**config.mk**
```make
export PLATFORM = sky130hd
export DESIGN_NAME = satatrn_txarbiter
export DESIGN_NICKNAME = d
export VERILOG_FILES = /design/src/rtl/satatrn_txarbiter.sv
export SDC_FILE = /design/constraint.sdc
export NUM_CORES = 1
export LEC_CHECK = 0
export ABC_AREA = 1
export BUFFER_PORTS_ARGS = -buffer_cell sky130_fd_sc_hd__buf_4
export CAP_MARGIN = 20
export CELL_PAD_IN_SITES_DETAIL_PLACEMENT = 1
export CELL_PAD_IN_SITES_GLOBAL_PLACEMENT = 2
export CORE_ASPECT_RATIO = 0.5
export CORE_MARGIN = 1
export CORE_UTILIZATION = 25
export CTS_CLUSTER_DIAMETER = 60
export DETAILED_ROUTE_END_ITERATION = 7
export GPL_TIMING_DRIVEN = 0
export PLACE_DENSITY = 0.86
export SLEW_MARGIN = 20
export SYNTH_ARGS = -nofsm -noshare
export SYNTH_HDL_FRONTEND = slang
export SYNTH_SLANG_ARGS = --single-unit
```
**constraint.sdc**
```tcl
create_clock -name i_phy_clk -period 1.9 [get_ports i_phy_clk]
set_input_delay 0 -clock i_phy_clk [delete_from_list [all_inputs] [get_ports i_phy_clk]]
set_output_delay 0 -clock i_phy_clk [all_outputs]
set_load 0.01 [all_outputs]
```
**src/rtl/satatrn_txarbiter.sv**
```systemverilog
// ---------------------------------------------------------------------------
// satatrn_txarbiter
//
// Transport-layer transmit arbiter. Shares the single link-layer transmit
// stream between a register/command FIS source (complete FIS, header
// included) and a data source (raw payload dwords only). For data the block
// prepends the DATA FIS header (type 8'h46) and splits long payloads into
// several DATA FIS of at most MAXDW payload dwords each.
//
// Optional feature macro: TXARB_FAIRNESS_EN
//   undefined : strict register priority when both sources request together
//   defined   : the source that lost the previous arbitration wins a tie
//
// Parameters
//   MAXDW    maximum payload dwords per DATA FIS (1..2048)
//   LGMAXDW  payload counter width, 2**LGMAXDW >= MAXDW
//
// Ports
//   i_phy_clk    transmit clock
//   i_reset      synchronous, active-low reset
//   i_link_err   link error, aborts the FIS in flight
//   i_reg_*      register FIS source stream (valid/ready/data/last)
//   i_dat_*      payload source stream (valid/ready/data/last = end of transfer)
//   o_valid, i_ready, o_data, o_last   link-side stream (registered)
//   o_busy       arbiter is not idle
//   o_grant      {dat,reg} owner of the link, 00 when idle
// ---------------------------------------------------------------------------
module satatrn_txarbiter #(
    parameter int MAXDW   = 2048,
    parameter int LGMAXDW = 11
) (
    input  logic        i_phy_clk,
    input  logic        i_reset,
    input  logic        i_link_err,
    input  logic        i_reg_valid,
    output logic        o_reg_ready,
    input  logic [31:0] i_reg_data,
    input  logic        i_reg_last,
    input  logic        i_dat_valid,
    output logic        o_dat_ready,
    input  logic [31:0] i_dat_data,
    input  logic        i_dat_last,
    output logic        o_valid,
    input  logic        i_ready,
    output logic [31:0] o_data,
    output logic        o_last,
    output logic        o_busy,
    output logic [1:0]  o_grant
);

    localparam logic [31:0]        DATA_HDR = 32'h4600_0000;
    localparam logic [LGMAXDW-1:0] CNT_MAX  = LGMAXDW'(MAXDW - 1);

    typedef enum logic [1:0] {
        S_IDLE = 2'd0,
        S_REG  = 2'd1,
        S_DHDR = 2'd2,
        S_DATA = 2'd3
    } state_t;

    state_t             r_state;
    logic               r_valid;
    logic               r_last;
    logic [31:0]        r_data;
    logic [1:0]         r_grant;
    logic [LGMAXDW-1:0] r_cnt;
    logic               r_flush_reg;
    logic               r_flush_dat;
`ifdef TXARB_FAIRNESS_EN
    // 1 = data source won the most recent arbitration.
    logic               r_last_dat;
`endif

    logic w_out_free;
    logic w_reg_take;
    logic w_dat_take;
    logic w_elig_reg;
    logic w_elig_dat;
    logic w_pick_reg;

    assign w_out_free = !r_valid || i_ready;

    // Words actually forwarded to the link (flush discards are not takes).
    assign w_reg_take = (r_state == S_REG)  && w_out_free && i_reg_valid;
    assign w_dat_take = (r_state == S_DATA) && w_out_free && i_dat_valid;

    // A source being flushed must drain its aborted FIS before it can compete.
    assign w_elig_reg = i_reg_valid && !r_flush_reg;
    assign w_elig_dat = i_dat_valid && !r_flush_dat;

`ifdef TXARB_FAIRNESS_EN
    assign w_pick_reg = w_elig_reg && (!w_elig_dat || r_last_dat);
`else
    assign w_pick_reg = w_elig_reg;
`endif

    // A flushing source is never the owner, so the two terms never overlap.
    assign o_reg_ready = r_flush_reg || ((r_state == S_REG)  && w_out_free);
    assign o_dat_ready = r_flush_dat || ((r_state == S_DATA) && w_out_free);

    assign o_valid = r_valid;
    assign o_data  = r_data;
    assign o_last  = r_last;
    assign o_grant = r_grant;
    assign o_busy  = (r_state != S_IDLE);

    always_ff @(posedge i_phy_clk) begin
        if (!i_reset) begin
            r_state     <= S_IDLE;
            r_valid     <= 1'b0;
            r_last      <= 1'b0;
            r_data      <= 32'h0;
            r_grant     <= 2'b00;
            r_cnt       <= '0;
            r_flush_reg <= 1'b0;
            r_flush_dat <= 1'b0;
`ifdef TXARB_FAIRNESS_EN
            r_last_dat  <= 1'b1;
`endif
        end else begin
            // Flush completes on the discarded last word of the aborted FIS.
            if (r_flush_reg && i_reg_valid && i_reg_last) begin
                r_flush_reg <= 1'b0;
            end
            if (r_flush_dat && i_dat_valid && i_dat_last) begin
                r_flush_dat <= 1'b0;
            end

            if (i_link_err && (r_state != S_IDLE)) begin
                r_valid <= 1'b0;
                r_last  <= 1'b0;
                r_grant <= 2'b00;
                r_state <= S_IDLE;
                // If the last word is taken in this very cycle the source has
                // finished its FIS and there is nothing left to flush.
                if ((r_state == S_REG) && !(w_reg_take && i_reg_last)) begin
                    r_flush_reg <= 1'b1;
                end
                if ((r_state == S_DHDR) ||
                    ((r_state == S_DATA) && !(w_dat_take && i_dat_last))) begin
                    r_flush_dat <= 1'b1;
                end
            end else begin
                case (r_state)
                    S_IDLE: begin
                        // Arbitrate only once the previous FIS tail has left,
                        // so o_grant always names the owner of the word shown.
                        if (w_out_free) begin
                            r_valid <= 1'b0;
                            r_last  <= 1'b0;
                            if (w_pick_reg) begin
                                r_state <= S_REG;
                                r_grant <= 2'b01;
`ifdef TXARB_FAIRNESS_EN
                                r_last_dat <= 1'b0;
`endif
                            end else if (w_elig_dat) begin
                                r_state <= S_DHDR;
                                r_grant <= 2'b10;
`ifdef TXARB_FAIRNESS_EN
                                r_last_dat <= 1'b1;
`endif
                            end else begin
                                r_grant <= 2'b00;
                            end
                        end
                    end

                    S_REG: begin
                        if (w_out_free) begin
                            r_valid <= i_reg_valid;
                            if (i_reg_valid) begin
                                r_data <= i_reg_data;
                                r_last <= i_reg_last;
                                if (i_reg_last) begin
                                    r_state <= S_IDLE;
                                end
                            end
                        end
                    end

                    S_DHDR: begin
                        if (w_out_free) begin
                            r_valid <= 1'b1;
                            r_data  <= DATA_HDR;
                            r_last  <= 1'b0;
                            r_cnt   <= '0;
                            r_state <= S_DATA;
                        end
                    end

                    S_DATA: begin
                        if (w_out_free) begin
                            r_valid <= i_dat_valid;
                            if (i_dat_valid) begin
                                r_data <= i_dat_data;
                                if (i_dat_last) begin
                                    r_last  <= 1'b1;
                                    r_state <= S_IDLE;
                                end else if (r_cnt == CNT_MAX) begin
                                    // FIS full: close it and open the next one
                                    // without giving up the data grant.
                                    r_last  <= 1'b1;
                                    r_state <= S_DHDR;
                                end else begin
                                    r_last <= 1'b0;
                                    r_cnt  <= r_cnt + LGMAXDW'(1);
                                end
                            end
                        end
                    end

                    default: begin
                        r_state <= S_IDLE;
                    end
                endcase
            end
        end
    end

endmodule

```
==> flow_summary.ini <==
[timing]
rsz0062_at_grt = no
drv_slew = 0
relSlewSlack_pct = 63.0
tightest_slew_ps = 555
clock.fmax_mhz = 623
fin_crit_ps = 1610
finalSetupTns_ps = 0
setup_violations = 0
finClkSkew_ps = 9.03
hold_violations = 0
min_period_over_period_pct = 84.5

[logic_synthesis]
synthArstFlopShare_pct = 0
ys_seq_elements = 51
yosysUniqueCellTypes = 27
synth_nets = 447
synth_edf_count = 0
avgSynthCellArea_um2 = 7.01
seq_area_frac_synth_pct = 39.0
synth_area_mm2 = 0.00262
synth_cells = 374
synth.area.top_cells = dfxtp_1 39%, nor2_1 12%, a22o_1 9.7%
yosys.area.top_type = dfxtp_1
synth_warnings = 0
yosys.area.top_type_share_pct = 39.0
synth_ff_type = dfxtp_1

[cells_and_area]
fill_cells = 1263
final_cell_mix = 114 x buf_4, 85 x nor2_1, 59 x nand2_1
nets = 564
layout.cells.non_filler = 627
antennaDiodeCount = 0
syn_to_final_growth_pct = 44.8
largest_register_ff_count = 32
layout-drive-gt1-share_pct = 29.3
final_common_cell = buf_4

[power_and_ir_drop]
switchingPower_mw = 1.71
pwr-share-seq_pct = 31.9
pwr-share-comb_pct = 44.8
max-vdd-ir-drop_uv = 433
power.leakage_nw = 1.70
power.density_mw_per_mm2 = 1230
swShare_pct = 36.6
p_int_mw = 2.96
power_mw = 4.67
clkPwrFrac_pct = 23.3

[critical_path]
endpoint_kind = register
crit_buf_inv = 3
arrival_ps = 1790
crit_fanout = 10
crit_family = buffers and inverters
start_kind = register
timing.critical_path.mode_cell = buf_6
cpPeakStageDelay_ps = 460
required_ps = 2090
worst-setup-path-type = reg -> reg
worstPathCellList = buf_6, nand2_2, a21oi_4, nand2_2, buf_6, buf_6, o21ai_1, nor2_1
critPathSlowestCell = dfxtp_1

[floorplan]
die_h_um = 74.4
fp.dieW_um = 147
die-area_mm2 = 0.0109
start_util_pct = 26.8
coreArea_mm2 = 0.00979
core.rowCount = 25
pin_count = 111

[clocking]
cts-resized-gates = 0
htreeDepth = 2
cts_setup_buffers = 0
clockRootBuffer = clkbuf_16
hold_buffers = 1
cts_tree = yes
cts.sinks = 51
clkTransAtPathRegs_ps = 70
clk_latency_ps = 300
clockBufferDepth = 2
cts_inserted_buffers = 5

[global_routing]
grt_pass1_vias = 2806
grt_usage_pct = 16.2
grt_pass1_wl_um = 14000
grt_max_degree = 17
antenna_found_initial = 0
gr-total-overflow = 0

[route]
drt_iter0_markers = 107
drt_pass1_iterations = 4
ant_nets = 0
dr_total_vias = 2838
drcViolationCount = 0
viasPerCell = 4.53
wl_per_cell_um = 13.6
wl_um = 8520

[outcome]
status = finished, final reports clean

[placement]
io_buffers = 109
hpwlAfterDp_um = 6610
post-place-cells = 618
gp_congestion = 0.759

[run]
drv_cap = 0

[min_path]
hp-class = in -> reg
-- layout make-up --
| type | instances | area, µm² | share of cell area, % |
|---|---|---|---|
| clock inverter | 2 | 38.8 | 1.02 |
| inverter | 31 | 116 | 3.07 |
| tap | 135 | 169 | 4.45 |
| buffer | 19 | 118 | 3.10 |
| clock buffer | 6 | 139 | 3.66 |
| timing repair buffer | 110 | 828 | 21.8 |
| sequential | 51 | 1020 | 26.9 |
| multi-input combinational | 273 | 1370 | 36.0 |
-- routing by layer --
metal  vias to the layer above  global-route usage (%)  share of wire [%]
li1                       1472                       -                  -
met1                      1326                    20.8                 48
met2                        35                    28.3                 48
met3                         5                    3.19                3.2
met4                         0                    3.82               0.76
met5                         -                       0                  0
-- stage by stage --
stage,hold slack (ps),util [%],cell area [µm²],setup WS [ps]
global placement,303,36.8,3610,311
global route,17.9,38.8,3790,62.5
finish,8.68,38.8,3790,294
detailed placement,314,36.8,3610,294
CTS,4.44,38.8,3790,277
floorplan,145,-,2620,519
-- worst paths after layout --
path	end	startpoint	slack, ps	cells after the start
worst max register to register	o_data[16]	r_state[1]	290	8
worst min-delay path	o_grant[1]	i_dat_valid	9	3
worst max-delay path	o_data[16]	r_state[1]	290	8
worst min register to register	o_grant[1]	o_grant[1]	470	2
-- power groups by stage --
stage / Sequential, mW / Clock, mW / Combinational (mW)
after floorplan: 1.62 / 0 / 1.15
after CTS: 1.50 / 1.13 / 2.13
after detailed placement: 1.52 / 0 / 2.12
after global placement: 1.50 / 0 / 2.11
after global routing: 1.53 / 1.17 / 2.35
final: 1.49 / 1.09 / 2.09
-- Yosys cell counts (2+ instances only) --
library cell and number:
nor2_1 85, nand2_1 59, dfxtp_1 51, a22o_1 29, o21ai_0 28, inv_1 26
nand3_1 22, a21oi_1 18, o21ai_1 10, clkbuf_1 7, buf_4 5, inv_2 5
buf_2 4, buf_6 3, nand2_2 3, nand4_1 3, nor2_4 3, o22ai_1 3
nor3_1 2
-- worst register-to-register path, stage by stage (launching register included) --
cell and delay [ps]:
dfxtp_1 460, buf_6 200, nand2_2 80, a21oi_4 190
nand2_2 110, buf_6 150, buf_6 140, o21ai_1 120
nor2_1 50
-- kinds of logic (layout without fill, tap and decap cells) --
| group | Yosys count | in the layout | share of synthesized area (%) |
|---|---|---|---|
| simple gates | 182 | 182 | 29.6 |
| compound gates | 89 | 89 | 21.7 |
| flops | 51 | 51 | 39.0 |
| buf+inv | 50 | 168 | 8.93 |
| fa+ha+maj | 1 | 1 | 0.477 |
| xor+xnor | 1 | 1 | 0.334 |
Note: power is estimated with default switching activity, not from simulation.
